### src/rtl/stage_ir_multi_if.sv
// ============================================================================
//  Module      : stage_ir_multi_if
//  Description : Bundle for the multi-slot retire stage. It carries the
//                completion capture bus, the ROB head slots, the retire
//                report outputs, the redirect/halt status and the Dmem
//                store drain handshake.
//  Revision    : 1.0  initial release
// ============================================================================
`default_nettype none

interface stage_ir_multi_if #(
  parameter int RETIRE_W = 2,
  parameter int ROB_SZ   = 32,
  parameter int PRF_SZ   = 64,
  parameter int XLEN     = 32
);
  localparam int ROBW = $clog2(ROB_SZ);
  localparam int TW   = $clog2(PRF_SZ);

  // completion capture
  logic                       ic_valid;
  logic [ROBW-1:0]            ic_rob_idx;
  logic                       ic_wr_mem;
  logic                       ic_take_branch;
  logic [XLEN-1:0]            ic_addr;
  logic [XLEN-1:0]            ic_data;
  logic [1:0]                 ic_size;

  // ROB head slots, slot 0 oldest
  logic [RETIRE_W-1:0]        rob_valid;
  logic [RETIRE_W*ROBW-1:0]   rob_idx;
  logic [RETIRE_W-1:0]        rob_has_dest;
  logic [RETIRE_W*TW-1:0]     rob_t;
  logic [RETIRE_W*TW-1:0]     rob_t_old;
  logic [RETIRE_W*5-1:0]      rob_rd;
  logic [RETIRE_W*XLEN-1:0]   rob_npc;
  logic [RETIRE_W-1:0]        rob_wr_mem;
  logic [RETIRE_W-1:0]        rob_take_branch;
  logic [RETIRE_W-1:0]        rob_halt;
  logic [RETIRE_W*XLEN-1:0]   prf_read_out;

  // retire reporting
  logic [RETIRE_W-1:0]        retire_en;
  logic [RETIRE_W-1:0]        reg_retire_en;
  logic [RETIRE_W*TW-1:0]     prf_read_tag;
  logic [RETIRE_W*5-1:0]      wr_idx;
  logic [RETIRE_W*XLEN-1:0]   wr_data;
  logic [RETIRE_W*XLEN-1:0]   wr_npc;
  logic [3:0]                 completed_insts;

  // redirect and halt status
  logic                       interrupt;
  logic [XLEN-1:0]            branch_target;
  logic                       halted;
  logic                       halt_done;

  // store drain to Dmem
  logic                       dmem_valid;
  logic                       dmem_ready;
  logic [XLEN-1:0]            dmem_addr;
  logic [XLEN-1:0]            dmem_data;
  logic [1:0]                 dmem_size;

  // retire stage side
  modport master (
    input  ic_valid, ic_rob_idx, ic_wr_mem, ic_take_branch, ic_addr, ic_data, ic_size,
    input  rob_valid, rob_idx, rob_has_dest, rob_t, rob_t_old, rob_rd, rob_npc,
    input  rob_wr_mem, rob_take_branch, rob_halt, prf_read_out,
    output retire_en, reg_retire_en, prf_read_tag, wr_idx, wr_data, wr_npc, completed_insts,
    output interrupt, branch_target, halted, halt_done,
    output dmem_valid, dmem_addr, dmem_data, dmem_size,
    input  dmem_ready
  );

  // pipeline / memory side
  modport slave (
    output ic_valid, ic_rob_idx, ic_wr_mem, ic_take_branch, ic_addr, ic_data, ic_size,
    output rob_valid, rob_idx, rob_has_dest, rob_t, rob_t_old, rob_rd, rob_npc,
    output rob_wr_mem, rob_take_branch, rob_halt, prf_read_out,
    input  retire_en, reg_retire_en, prf_read_tag, wr_idx, wr_data, wr_npc, completed_insts,
    input  interrupt, branch_target, halted, halt_done,
    input  dmem_valid, dmem_addr, dmem_data, dmem_size,
    output dmem_ready
  );
endinterface

`default_nettype wire

### src/rtl/stage_ir_multi.sv
// ============================================================================
//  Module      : stage_ir_multi
//  Description : In-order retire stage retiring up to RETIRE_W ROB heads per
//                cycle. Completed store/branch results wait in a per-ROB-index
//                side table; retired stores drain to Dmem through an in-order
//                queue; a retired taken branch raises a one-cycle redirect.
//  Revision    : 1.0  initial release
// ============================================================================
`default_nettype none

module stage_ir_multi #(
  parameter int RETIRE_W = 2,
  parameter int ROB_SZ   = 32,
  parameter int PRF_SZ   = 64,
  parameter int SQ_DEPTH = 4,
  parameter int XLEN     = 32
) (
  input  logic             clock,
  input  logic             reset,
  stage_ir_multi_if.master bus
);
  localparam int ROBW = $clog2(ROB_SZ);
  localparam int TW   = $clog2(PRF_SZ);
  localparam int SQW  = $clog2(SQ_DEPTH);
  localparam int CW   = SQW + 1;

  // side table of completed store/branch results, indexed by ROB entry
  logic [ROB_SZ-1:0]   r_st_valid;
  logic [XLEN-1:0]     r_st_addr [ROB_SZ];
  logic [XLEN-1:0]     r_st_data [ROB_SZ];
  logic [1:0]          r_st_size [ROB_SZ];
  logic [ROB_SZ-1:0]   w_st_valid_nxt;
  logic                w_capture;

  // store drain queue
  logic [XLEN-1:0]     r_sq_addr [SQ_DEPTH];
  logic [XLEN-1:0]     r_sq_data [SQ_DEPTH];
  logic [1:0]          r_sq_size [SQ_DEPTH];
  logic [SQW-1:0]      r_wr_ptr;
  logic [SQW-1:0]      r_rd_ptr;
  logic [CW-1:0]       r_count;
  logic                w_sq_full;
  logic                w_sq_empty;
  logic                w_pop;

  // redirect / halt state
  logic                r_interrupt;
  logic [XLEN-1:0]     r_branch_target;
  logic                r_halted;

  // slot acceptance results
  logic [RETIRE_W-1:0] w_retire_en;
  logic [RETIRE_W-1:0] w_reg_retire_en;
  logic                w_blocked;
  logic                w_ok;
  logic                w_needs_entry;
  logic [ROBW-1:0]     w_idx;
  logic                w_push;
  logic [XLEN-1:0]     w_push_addr;
  logic [XLEN-1:0]     w_push_data;
  logic [1:0]          w_push_size;
  logic                w_br_take;
  logic [XLEN-1:0]     w_br_target;
  logic                w_halt_take;
  logic [3:0]          w_completed;
  logic [RETIRE_W*5-1:0]    w_wr_idx;
  logic [RETIRE_W*XLEN-1:0] w_wr_data;
  logic [RETIRE_W*XLEN-1:0] w_wr_npc;

  // old tags are consumed by the free list directly from the ROB
  logic w_unused;
  assign w_unused = ^bus.rob_t_old;

  assign w_capture  = bus.ic_valid && (bus.ic_wr_mem || bus.ic_take_branch);
  assign w_sq_full  = (r_count == CW'(SQ_DEPTH));
  assign w_sq_empty = (r_count == '0);
  assign w_pop      = !w_sq_empty && bus.dmem_ready;

  // Accept the longest in-order prefix of slots; a store, taken branch or
  // halt ends the group, so at most one of each reaches the edge per cycle.
  always_comb begin
    w_retire_en   = '0;
    w_blocked     = r_halted;
    w_ok          = 1'b0;
    w_needs_entry = 1'b0;
    w_idx         = '0;
    w_push        = 1'b0;
    w_push_addr   = '0;
    w_push_data   = '0;
    w_push_size   = '0;
    w_br_take     = 1'b0;
    w_br_target   = '0;
    w_halt_take   = 1'b0;
    for (int i = 0; i < RETIRE_W; i++) begin
      w_idx         = bus.rob_idx[i*ROBW +: ROBW];
      w_needs_entry = bus.rob_wr_mem[i] || bus.rob_take_branch[i];
      w_ok          = !w_blocked && bus.rob_valid[i];
      if (w_needs_entry && !r_st_valid[w_idx]) w_ok = 1'b0;
      // full is checked before any same-cycle pop frees a slot
      if (bus.rob_wr_mem[i] && w_sq_full) w_ok = 1'b0;
      w_retire_en[i] = w_ok;
      if (w_ok) begin
        if (bus.rob_wr_mem[i]) begin
          w_push      = 1'b1;
          w_push_addr = r_st_addr[w_idx];
          w_push_data = r_st_data[w_idx];
          w_push_size = r_st_size[w_idx];
        end
        if (bus.rob_take_branch[i]) begin
          w_br_take   = 1'b1;
          w_br_target = r_st_addr[w_idx];
        end
        if (bus.rob_halt[i]) w_halt_take = 1'b1;
        if (w_needs_entry || bus.rob_halt[i]) w_blocked = 1'b1;
      end else begin
        w_blocked = 1'b1;
      end
    end
  end

  // Side-table valid update: captures set, retiring entries clear.
  always_comb begin
    w_st_valid_nxt = r_st_valid;
    if (w_capture) w_st_valid_nxt[bus.ic_rob_idx] = 1'b1;
    for (int i = 0; i < RETIRE_W; i++) begin
      if (w_retire_en[i]) w_st_valid_nxt[bus.rob_idx[i*ROBW +: ROBW]] = 1'b0;
    end
  end

  // Side-table valid bits; a retiring taken branch flushes every entry,
  // including one being captured in the same cycle.
  always_ff @(posedge clock or negedge reset) begin
    if (!reset) begin
      r_st_valid <= '0;
    end else if (w_br_take) begin
      r_st_valid <= '0;
    end else begin
      r_st_valid <= w_st_valid_nxt;
    end
  end

  // Side-table payload; only meaningful while the valid bit is set.
  always_ff @(posedge clock) begin
    if (w_capture) begin
      r_st_addr[bus.ic_rob_idx] <= bus.ic_addr;
      r_st_data[bus.ic_rob_idx] <= bus.ic_data;
      r_st_size[bus.ic_rob_idx] <= bus.ic_size;
    end
  end

  // Store queue pointers and occupancy; reset discards queued stores.
  always_ff @(posedge clock or negedge reset) begin
    if (!reset) begin
      r_wr_ptr <= '0;
      r_rd_ptr <= '0;
      r_count  <= '0;
    end else begin
      if (w_push) r_wr_ptr <= r_wr_ptr + SQW'(1);
      if (w_pop)  r_rd_ptr <= r_rd_ptr + SQW'(1);
      r_count <= r_count + CW'(w_push) - CW'(w_pop);
    end
  end

  // Store queue payload written at the tail.
  always_ff @(posedge clock) begin
    if (w_push) begin
      r_sq_addr[r_wr_ptr] <= w_push_addr;
      r_sq_data[r_wr_ptr] <= w_push_data;
      r_sq_size[r_wr_ptr] <= w_push_size;
    end
  end

  // Redirect pulse, its target, and the sticky halt flag.
  always_ff @(posedge clock or negedge reset) begin
    if (!reset) begin
      r_interrupt     <= 1'b0;
      r_branch_target <= '0;
      r_halted        <= 1'b0;
    end else begin
      r_interrupt <= w_br_take;
      if (w_br_take)   r_branch_target <= w_br_target;
      if (w_halt_take) r_halted        <= 1'b1;
    end
  end

  // Debug writeback fields and retire count for the accepted slots.
  always_comb begin
    w_reg_retire_en = w_retire_en & bus.rob_has_dest;
    w_wr_idx        = '0;
    w_wr_data       = '0;
    w_wr_npc        = '0;
    w_completed     = '0;
    for (int i = 0; i < RETIRE_W; i++) begin
      if (w_reg_retire_en[i]) begin
        w_wr_idx[i*5 +: 5]     = bus.rob_rd[i*5 +: 5];
        w_wr_data[i*XLEN +: XLEN] = bus.prf_read_out[i*XLEN +: XLEN];
      end
      if (w_retire_en[i]) w_wr_npc[i*XLEN +: XLEN] = bus.rob_npc[i*XLEN +: XLEN];
      w_completed = w_completed + 4'(w_retire_en[i]);
    end
  end

  assign bus.retire_en       = w_retire_en;
  assign bus.reg_retire_en   = w_reg_retire_en;
  assign bus.prf_read_tag    = bus.rob_t;
  assign bus.wr_idx          = w_wr_idx;
  assign bus.wr_data         = w_wr_data;
  assign bus.wr_npc          = w_wr_npc;
  assign bus.completed_insts = w_completed;
  assign bus.interrupt       = r_interrupt;
  assign bus.branch_target   = r_branch_target;
  assign bus.halted          = r_halted;
  assign bus.halt_done       = r_halted && w_sq_empty;
  assign bus.dmem_valid      = !w_sq_empty;
  assign bus.dmem_addr       = r_sq_addr[r_rd_ptr];
  assign bus.dmem_data       = r_sq_data[r_rd_ptr];
  assign bus.dmem_size       = r_sq_size[r_rd_ptr];

endmodule

`default_nettype wire

### src/flat_wrapper.sv
// flat-port wrapper written by rule: the top's interface ports become plain ports
module stage_ir_multi_flat 
#(
  parameter int RETIRE_W = 2,
  parameter int ROB_SZ   = 32,
  parameter int PRF_SZ   = 64,
  parameter int SQ_DEPTH = 4,
  parameter int XLEN     = 32
)
  (clock, reset, bus_ic_valid, bus_ic_rob_idx, bus_ic_wr_mem, bus_ic_take_branch, bus_ic_addr, bus_ic_data, bus_ic_size, bus_rob_valid, bus_rob_idx, bus_rob_has_dest, bus_rob_t, bus_rob_t_old, bus_rob_rd, bus_rob_npc, bus_rob_wr_mem, bus_rob_take_branch, bus_rob_halt, bus_prf_read_out, bus_retire_en, bus_reg_retire_en, bus_prf_read_tag, bus_wr_idx, bus_wr_data, bus_wr_npc, bus_completed_insts, bus_interrupt, bus_branch_target, bus_halted, bus_halt_done, bus_dmem_valid, bus_dmem_addr, bus_dmem_data, bus_dmem_size, bus_dmem_ready);
  stage_ir_multi_if #(.RETIRE_W(RETIRE_W), .ROB_SZ(ROB_SZ), .PRF_SZ(PRF_SZ), .XLEN(XLEN)) bus_i ();
  input  logic clock;
  input  logic reset;
  input wire logic [$bits(bus_i.ic_valid)-1:0] bus_ic_valid;
  input wire logic [$bits(bus_i.ic_rob_idx)-1:0] bus_ic_rob_idx;
  input wire logic [$bits(bus_i.ic_wr_mem)-1:0] bus_ic_wr_mem;
  input wire logic [$bits(bus_i.ic_take_branch)-1:0] bus_ic_take_branch;
  input wire logic [$bits(bus_i.ic_addr)-1:0] bus_ic_addr;
  input wire logic [$bits(bus_i.ic_data)-1:0] bus_ic_data;
  input wire logic [$bits(bus_i.ic_size)-1:0] bus_ic_size;
  input wire logic [$bits(bus_i.rob_valid)-1:0] bus_rob_valid;
  input wire logic [$bits(bus_i.rob_idx)-1:0] bus_rob_idx;
  input wire logic [$bits(bus_i.rob_has_dest)-1:0] bus_rob_has_dest;
  input wire logic [$bits(bus_i.rob_t)-1:0] bus_rob_t;
  input wire logic [$bits(bus_i.rob_t_old)-1:0] bus_rob_t_old;
  input wire logic [$bits(bus_i.rob_rd)-1:0] bus_rob_rd;
  input wire logic [$bits(bus_i.rob_npc)-1:0] bus_rob_npc;
  input wire logic [$bits(bus_i.rob_wr_mem)-1:0] bus_rob_wr_mem;
  input wire logic [$bits(bus_i.rob_take_branch)-1:0] bus_rob_take_branch;
  input wire logic [$bits(bus_i.rob_halt)-1:0] bus_rob_halt;
  input wire logic [$bits(bus_i.prf_read_out)-1:0] bus_prf_read_out;
  output wire logic [$bits(bus_i.retire_en)-1:0] bus_retire_en;
  output wire logic [$bits(bus_i.reg_retire_en)-1:0] bus_reg_retire_en;
  output wire logic [$bits(bus_i.prf_read_tag)-1:0] bus_prf_read_tag;
  output wire logic [$bits(bus_i.wr_idx)-1:0] bus_wr_idx;
  output wire logic [$bits(bus_i.wr_data)-1:0] bus_wr_data;
  output wire logic [$bits(bus_i.wr_npc)-1:0] bus_wr_npc;
  output wire logic [$bits(bus_i.completed_insts)-1:0] bus_completed_insts;
  output wire logic [$bits(bus_i.interrupt)-1:0] bus_interrupt;
  output wire logic [$bits(bus_i.branch_target)-1:0] bus_branch_target;
  output wire logic [$bits(bus_i.halted)-1:0] bus_halted;
  output wire logic [$bits(bus_i.halt_done)-1:0] bus_halt_done;
  output wire logic [$bits(bus_i.dmem_valid)-1:0] bus_dmem_valid;
  output wire logic [$bits(bus_i.dmem_addr)-1:0] bus_dmem_addr;
  output wire logic [$bits(bus_i.dmem_data)-1:0] bus_dmem_data;
  output wire logic [$bits(bus_i.dmem_size)-1:0] bus_dmem_size;
  input wire logic [$bits(bus_i.dmem_ready)-1:0] bus_dmem_ready;
  assign bus_i.ic_valid = bus_ic_valid;
  assign bus_i.ic_rob_idx = bus_ic_rob_idx;
  assign bus_i.ic_wr_mem = bus_ic_wr_mem;
  assign bus_i.ic_take_branch = bus_ic_take_branch;
  assign bus_i.ic_addr = bus_ic_addr;
  assign bus_i.ic_data = bus_ic_data;
  assign bus_i.ic_size = bus_ic_size;
  assign bus_i.rob_valid = bus_rob_valid;
  assign bus_i.rob_idx = bus_rob_idx;
  assign bus_i.rob_has_dest = bus_rob_has_dest;
  assign bus_i.rob_t = bus_rob_t;
  assign bus_i.rob_t_old = bus_rob_t_old;
  assign bus_i.rob_rd = bus_rob_rd;
  assign bus_i.rob_npc = bus_rob_npc;
  assign bus_i.rob_wr_mem = bus_rob_wr_mem;
  assign bus_i.rob_take_branch = bus_rob_take_branch;
  assign bus_i.rob_halt = bus_rob_halt;
  assign bus_i.prf_read_out = bus_prf_read_out;
  assign bus_retire_en = bus_i.retire_en;
  assign bus_reg_retire_en = bus_i.reg_retire_en;
  assign bus_prf_read_tag = bus_i.prf_read_tag;
  assign bus_wr_idx = bus_i.wr_idx;
  assign bus_wr_data = bus_i.wr_data;
  assign bus_wr_npc = bus_i.wr_npc;
  assign bus_completed_insts = bus_i.completed_insts;
  assign bus_interrupt = bus_i.interrupt;
  assign bus_branch_target = bus_i.branch_target;
  assign bus_halted = bus_i.halted;
  assign bus_halt_done = bus_i.halt_done;
  assign bus_dmem_valid = bus_i.dmem_valid;
  assign bus_dmem_addr = bus_i.dmem_addr;
  assign bus_dmem_data = bus_i.dmem_data;
  assign bus_dmem_size = bus_i.dmem_size;
  assign bus_i.dmem_ready = bus_dmem_ready;
  stage_ir_multi #(.RETIRE_W(RETIRE_W), .ROB_SZ(ROB_SZ), .PRF_SZ(PRF_SZ), .SQ_DEPTH(SQ_DEPTH), .XLEN(XLEN)) u_core (.clock(clock), .reset(reset), .bus(bus_i));
endmodule
### config.mk
export PLATFORM = sky130hd
export DESIGN_NAME = stage_ir_multi_flat
export DESIGN_NICKNAME = d
export VERILOG_FILES = /design/src/rtl/stage_ir_multi_if.sv /design/src/rtl/stage_ir_multi.sv /design/src/flat_wrapper.sv
export SDC_FILE = /design/constraint.sdc
export NUM_CORES = 2
export LEC_CHECK = 0
export ABC_CLOCK_PERIOD_IN_PS = 6300
export BUFFER_PORTS_ARGS = -buffer_cell sky130_fd_sc_hd__buf_2
export CORE_ASPECT_RATIO = 0.6
export CORE_UTILIZATION = 60
export CTS_CLUSTER_DIAMETER = 200
export CTS_CLUSTER_SIZE = 28
export DETAILED_ROUTE_END_ITERATION = 16
export PLACE_DENSITY = 0.8
export SLEW_MARGIN = 20
export SYNTH_ARGS = -nofsm -noshare
export SYNTH_HDL_FRONTEND = slang
export SYNTH_SLANG_ARGS = --single-unit
export TNS_END_PERCENT = 10
### constraint.sdc
create_clock -name clock -period 6.3 [get_ports clock]
set_clock_uncertainty 0.05 [all_clocks]
set_input_delay 0.315 -clock clock [delete_from_list [all_inputs] [get_ports clock]]
set_output_delay 0.315 -clock clock [all_outputs]
set_load 0.005 [all_outputs]
Yosys cells after proc, flatten, opt, wreduce, memory -nomap -nowiden
Memories as Yosys holds them, arrays and structs flattened.
Index checks and enable logic that the tools add are counted.

word-level totals
  flip-flop bits (word level) = 73
  memories = 6
  bits in latches = 0
  RAM bits = 2376
  memory bits (read-only) = 0
  logic and storage cells = 111

operators by class
  eq/ne operators = 1
  multipliers = 0
  bitwise operators = 6
  shifts and indexed selects = 0
  order comparisons = 6
  muxes and demuxes = 58
  add/subtract/negate cells = 5
  reduce and logical (&&, ||, !) cells = 22
  divide/modulo/power cells = 0

memory list
  memory            depth  width  rd ports  clocked after Yosys merged registers in  wr ports  line                  source
  u_core.r_st_addr  32     32     2         0                                        1         stage_ir_multi.sv:29  logic [XLEN-1:0] r_st_addr [ROB_SZ];
  u_core.r_st_data  32     32     2         0                                        1         stage_ir_multi.sv:30  logic [XLEN-1:0] r_st_data [ROB_SZ];
  u_core.r_sq_addr  4      32     1         0                                        1         stage_ir_multi.sv:36  logic [XLEN-1:0] r_sq_addr [SQ_DEPTH];
  u_core.r_sq_data  4      32     1         0                                        1         stage_ir_multi.sv:37  logic [XLEN-1:0] r_sq_data [SQ_DEPTH];
  u_core.r_st_size  32     2      2         0                                        1         stage_ir_multi.sv:31  logic [1:0] r_st_size [ROB_SZ];
  u_core.r_sq_size  4      2      1         0                                        1         stage_ir_multi.sv:38  logic [1:0] r_sq_size [SQ_DEPTH];

operators with widths
  kind                                                                count
  two-way mux 32 bit                                                  20
  bitwise AND 32 bit                                                  2
  inverter 32 bit                                                     2
  OR 32 bit                                                           1
  two-way mux 1 bit                                                   27
  < comparator 5 x 6 -> 1 bit (second input constant)                 3
  demux 1 bit (select 5 bit)                                          3
  greater-or-equal comparator 5 x 1 -> 1 bit (second input constant)  3
  logical AND 1 bit                                                   12
  binary-select mux 1 bit (select 5 bit)                              2
  two-way mux 5 bit                                                   2
  two-way mux 2 bit                                                   4
  zero test 1 bit                                                     5
  adder 2 x 1 -> 2 bit (second input constant)                        2
  logical OR 1 bit                                                    4
  adder 3 x 1 -> 3 bit                                                1
  == test 3 bit (second input constant)                               1
  zero test 3 bit                                                     1
  subtractor 3 x 1 -> 3 bit                                           1
  adder 1 x 1 -> 2 bit                                                1
  bitwise AND 2 bit                                                   1

Depth between registers and ports, before layout
  depth after elaboration = 14
  depth in mapped cells = 14
  depth with buffers taken out = 11

Least setup slack after synthesis
No wires, ideal clock.

  kind = input-to-reg
  from = input port bus_rob_idx[0]
  to = memory u_core.r_sq_addr[0][0] (enable)
  required time = 5.751 ns
  stages on the path = 8
  data arrival time = 4.900 ns
  path slack = 0.851 ns
  setup time = 0.499 ns
  path through = buf_2 > or4b_2 > clkbuf_1 > o22ai_1 > nor4_2 > a21oi_1 > a31oi_2 > nor2b_1

on the way
  word-level cells in the longest chain between the ends = 14
  elaborated cells on any way between the ends = 16

ends and longest elaborated chain
  what                                       line                   source
  start: declaration                         flat_wrapper.sv:22     input wire logic [$bits(bus_i.rob_idx)-1:0] bus_rob_idx;
  binary-select mux 1 bit (select 5 bit) *   stage_ir_multi.sv:98   if (w_needs_entry && !r_st_valid[w_idx]) w_ok = 1'b0;
  two-way mux 1 bit (not written as such) *  stage_ir_multi.sv:98
  zero test 1 bit *                          stage_ir_multi.sv:98
  logical AND 1 bit *                        stage_ir_multi.sv:98
  two-way mux 1 bit *                        stage_ir_multi.sv:98
  two-way mux 1 bit *                        stage_ir_multi.sv:100  if (bus.rob_wr_mem[i] && w_sq_full) w_ok = 1'b0;
  two-way mux 1 bit                          stage_ir_multi.sv:102  if (w_ok) begin
  zero test 1 bit                            stage_ir_multi.sv:97   w_ok = !w_blocked && bus.rob_valid[i];
  logical AND 1 bit                          stage_ir_multi.sv:97
  two-way mux 1 bit                          stage_ir_multi.sv:98
  two-way mux 1 bit                          stage_ir_multi.sv:100
  two-way mux 1 bit *                        stage_ir_multi.sv:102
  two-way mux 1 bit *                        stage_ir_multi.sv:166  if (w_push) begin
  two-way mux 1 bit (not written as such) *  stage_ir_multi.sv:167  r_sq_addr[r_wr_ptr] <= w_push_addr;
  end: declaration                           stage_ir_multi.sv:36

Every way passes the cells marked *; elsewhere a longest branch is shown, timed or not. The select of a mux whose other input is x is not followed.

Worst setup path in the final report
  from = register u_core.r_st_valid[20]
  to = output port bus_wr_data[42]

on the way
  word-level cells in the longest chain between the ends = 13
  elaborated cells on any way between the ends = 17

ends and longest elaborated chain
  what                                     line                   source
  start: declaration                       stage_ir_multi.sv:28   logic [ROB_SZ-1:0] r_st_valid;
  start signal: assignment                 stage_ir_multi.sv:138  r_st_valid <= w_st_valid_nxt;
  binary-select mux 1 bit (select 5 bit)   stage_ir_multi.sv:98
  two-way mux 1 bit (not written as such)  stage_ir_multi.sv:98
  zero test 1 bit                          stage_ir_multi.sv:98
  logical AND 1 bit                        stage_ir_multi.sv:98
  two-way mux 1 bit                        stage_ir_multi.sv:98
  two-way mux 1 bit                        stage_ir_multi.sv:100
  two-way mux 1 bit                        stage_ir_multi.sv:102
  zero test 1 bit                          stage_ir_multi.sv:97
  logical AND 1 bit                        stage_ir_multi.sv:97
  two-way mux 1 bit *                      stage_ir_multi.sv:98
  two-way mux 1 bit *                      stage_ir_multi.sv:100
  bitwise AND 2 bit *                      stage_ir_multi.sv:188  w_reg_retire_en = w_retire_en & bus.rob_has_dest;
  two-way mux 32 bit *                     stage_ir_multi.sv:194  if (w_reg_retire_en[i]) begin
  end: declaration                         flat_wrapper.sv:36     output wire logic [$bits(bus_i.wr_data)-1:0] bus_wr_data;

Marked as above.

==> metrics.txt <==
Filler cells=11,740; CTS root buf=clkbuf_16; Area growth syn-to-layout=9.004%; max-cap viol count=0; EDFF count, synth=2,376; kind of end point of the critical path=output port; CTS tree=yes; vias in the first global route=66,780; Final WS setup=1.756 ns; Initial Util=60.52%; Setup Crit Path Kind=reg -> out; post-synthesis xor/xnor area fraction=0.03980%; GRT Overall Usage=40.28%; Mapped Avg Cell Area=18.96 um2; number of synthesized register bits=2,449; H-tree Lvls=3; critical path launch point type=flip-flop; Critical Path RT=5.93 ns; Die Span Y=333.7 um; clock latency on the worst-skew pair=0.80 ns; PwrDens=256.4 nW/um2; Netlist Area Pre-Place=110,000 um2; Final nets=6,423; setup total negative slack=0 ns; Core Region=181,800 um2; Yosys warnings=0; CTS resizes=0; DRC=0; Fin. Hold Viols=0; first-pass GRT wire length=513,600 um; Pre-antenna DRT Iters=9; Seq/Total Area, Yosys=66.50%; Remaining Overflow, GRT=0; Tmin final=4.544 ns; # port buffers=480; TritonCTS Sinks=2,449; post-synthesis mux area share=23.34%; FFs w/ async S/R, synth=2.981%; gpl congestion=0.9901; Hold Crit Class=in -> async; postcts setup bufs=0; share of layout cells above drive strength 1=28.08%; Gate Count Post-Synth=5,805; std cell rows=121; P_leak=39.50 nW; die width=554.9 um; post-route clock period utilization=72.13%; post-route ant nets=0; DR vias=69,520; Post-Place Worst Slack=1.490 ns; Max VDD drop=0.2173 mV; post-synth cell types=62; status=finished, final reports clean; Wirelength per Cell=42.85 um; DR vias/cell=7.939; Synth Area in Simple Gates=2.854%; Adder-Cell Fraction of Synth Area=0.09779%; cts hold-fix bufs=71; total power=30.75 mW; clk slew on worst S/H paths=0.12 ns; Slew @ Worst Pin=1.229 ns; Detailed Route WL=375,200 um; RSZ-0062 raised after global routing=no; CP Max Fanout=38; IO Count=519; Main synth FF type=edfxtp_1; largest net degree at the start of global routing=117; clock buffer depth=3; Die Area=185,200 um2; final number of max-transition violations=0; crit path DAT=4.18 ns; compound-cell area share of the yosys netlist=5.287%; Rel. slew slack=17.22%; CTS Buf Count=97; Max Clk Rate=220.1 MHz; DP HPWL=208,100 um; largest family of logic cells by synthesized area=multiplexers; initial antenna violation count=61; Detailed Route Iter0 Violations=14,540; setup violation total in the final timing report=0
-- sequential cells by signal (all words and copies together) (netlist names) --
name                      flops
u_core.bus.interrupt          1
u_core.r_count                3
u_core.r_st_size             64
u_core.r_st_valid            32
u_core.r_sq_size              8
u_core.r_st_data           1024
u_core.r_sq_data            128
u_core.r_sq_addr            128
u_core.r_wr_ptr               2
u_core.r_st_addr           1024
u_core.bus.halted             1
u_core.r_rd_ptr               2
u_core.bus.branch_target     32
-- critical path, stage by stage (launching register included) --
cell and delay (ns):
dfrtp_1 0.42, mux2i_1 0.10, o22ai_1 0.26, nor3_1 0.09, o211ai_1 0.50, buf_4 0.47, and3_1 0.86, and2_1 0.46
buf_2 0.19
-- kinds of logic (layout without fill, tap and decap cells) --
| kind of cell | Yosys count | count (layout) |
|---|---|---|
| buffers and inverters | 501 | 910 |
| other | 1 | 83 |
| XOR/XNOR | 5 | 5 |
| multiplexers | 1476 | 1476 |
| AND/OR/NAND/NOR | 554 | 554 |
| AO/OA/AOI/OAI | 811 | 811 |
| flip-flops | 2449 | 2449 |
| adder cells (fa/ha/maj) | 8 | 8 |
-- cells in the final DEF, fill, tap and decap left out, types with 71 or more instances in the layout --
cell and count:
edfxtp_1 2376, mux4_2 872, mux2i_1 603, buf_2 475, a22oi_1 281, o22ai_1 265
buf_4 132, and3_1 126, nand2_1 111, clkbuf_16 103, diode_2 81, and2_1 73
dfrtp_1 71
-- path summary, 6_finish.rpt --
check                                            from                            to  slack, ns  cells after the start
worst max register to register  u_core.r_st_valid[19]       u_core.r_sq_addr[1][11]       2.40                      7
min in group clock                     bus_rob_idx[9]         u_core.r_st_valid[18]       0.07                      3
worst min-delay path                            reset  u_core.bus.branch_target[23]       0.07                      3
worst max-delay path            u_core.r_st_valid[20]               bus_wr_data[42]       1.76                      8
worst min register to register     u_core.r_wr_ptr[0]            u_core.r_wr_ptr[0]       0.50                      1
max in group asynchronous                       reset            u_core.r_rd_ptr[1]       5.12                      3
-- stage by stage --
stage          instance area (um2)  cells  hold slack [ns]  util, %
2_1_floorplan               110000   5806         -0.03059        -
5_1_grt                     119900   8737          0.05247    65.94
3_5_place_dp                116100   8442           0.2686    63.86
6_report                    119900   8756          0.07183    65.97
4_1_cts                     119600   8671         0.005129    65.79
3_3_place_gp                116100   8441           0.2604    63.84
-- cells in the mapped netlist, types with 7 or more instances --
| cell type | instances | area (um2) |
|---|---|---|
| and2_1 | 74 | 462.9 |
| ha_1 | 7 | 87.58 |
| a22o_1 | 57 | 499.2 |
| nand3_1 | 8 | 40.04 |
| mux2i_1 | 603 | 6036 |
| nand4_1 | 28 | 175.2 |
| a2bb2oi_1 | 10 | 87.58 |
| nand2_1 | 111 | 416.7 |
| and3_1 | 128 | 800.8 |
| a311oi_1 | 7 | 61.31 |
| inv_1 | 12 | 45.04 |
| and4_1 | 10 | 87.58 |
| nor4_1 | 66 | 412.9 |
| a22oi_1 | 281 | 2110 |
| o22ai_1 | 265 | 1658 |
| o21ai_0 | 71 | 355.3 |
| buf_2 | 91 | 455.4 |
| buf_4 | 18 | 135.1 |
| a31oi_1 | 11 | 68.82 |
| buf_1 | 111 | 416.7 |
| nor2_1 | 68 | 255.2 |
| a221oi_1 | 56 | 490.5 |
| edfxtp_1 | 2376 | 71350 |
| o311a_1 | 20 | 200.2 |
| nor3_1 | 10 | 50.05 |
| mux4_2 | 872 | 19640 |
| clkbuf_1 | 268 | 1006 |
| dfrtp_1 | 73 | 1827 |
-- report_power, final --
part           leakage (nW)  internal, mW  total (mW)  switching [mW]
registers              22.5          18.2        18.7           0.474
clock network          1.34          3.07        7.92            4.85
logic                  15.7          1.85        4.14            2.29
-- routing by layer --
layer | GRT usage (%) | routed length, um | up-vias
met2 | 55.02 | 156200 | 7469
met4 | 20.93 | 23230 | 48
met5 | 0 | 350 | -
met1 | 54.05 | 121100 | 35190
met3 | 18.97 | 74340 | 1265
li1 | - | - | 25550
-- final cells by class --
class	instances	area, um2	area share, %
tap	2460	3078	2.566
antenna	81	202.7	0.1690
inverter	13	48.80	0.04068
multi-input combinational	2856	35350	29.47
sequential	2449	73180	61.01
clock inverter	2	25.02	0.02086
timing repair buffer	739	5284	4.405
clock buffer	156	2776	2.315
No activity file was read; power rests on OpenSTA's default activity.
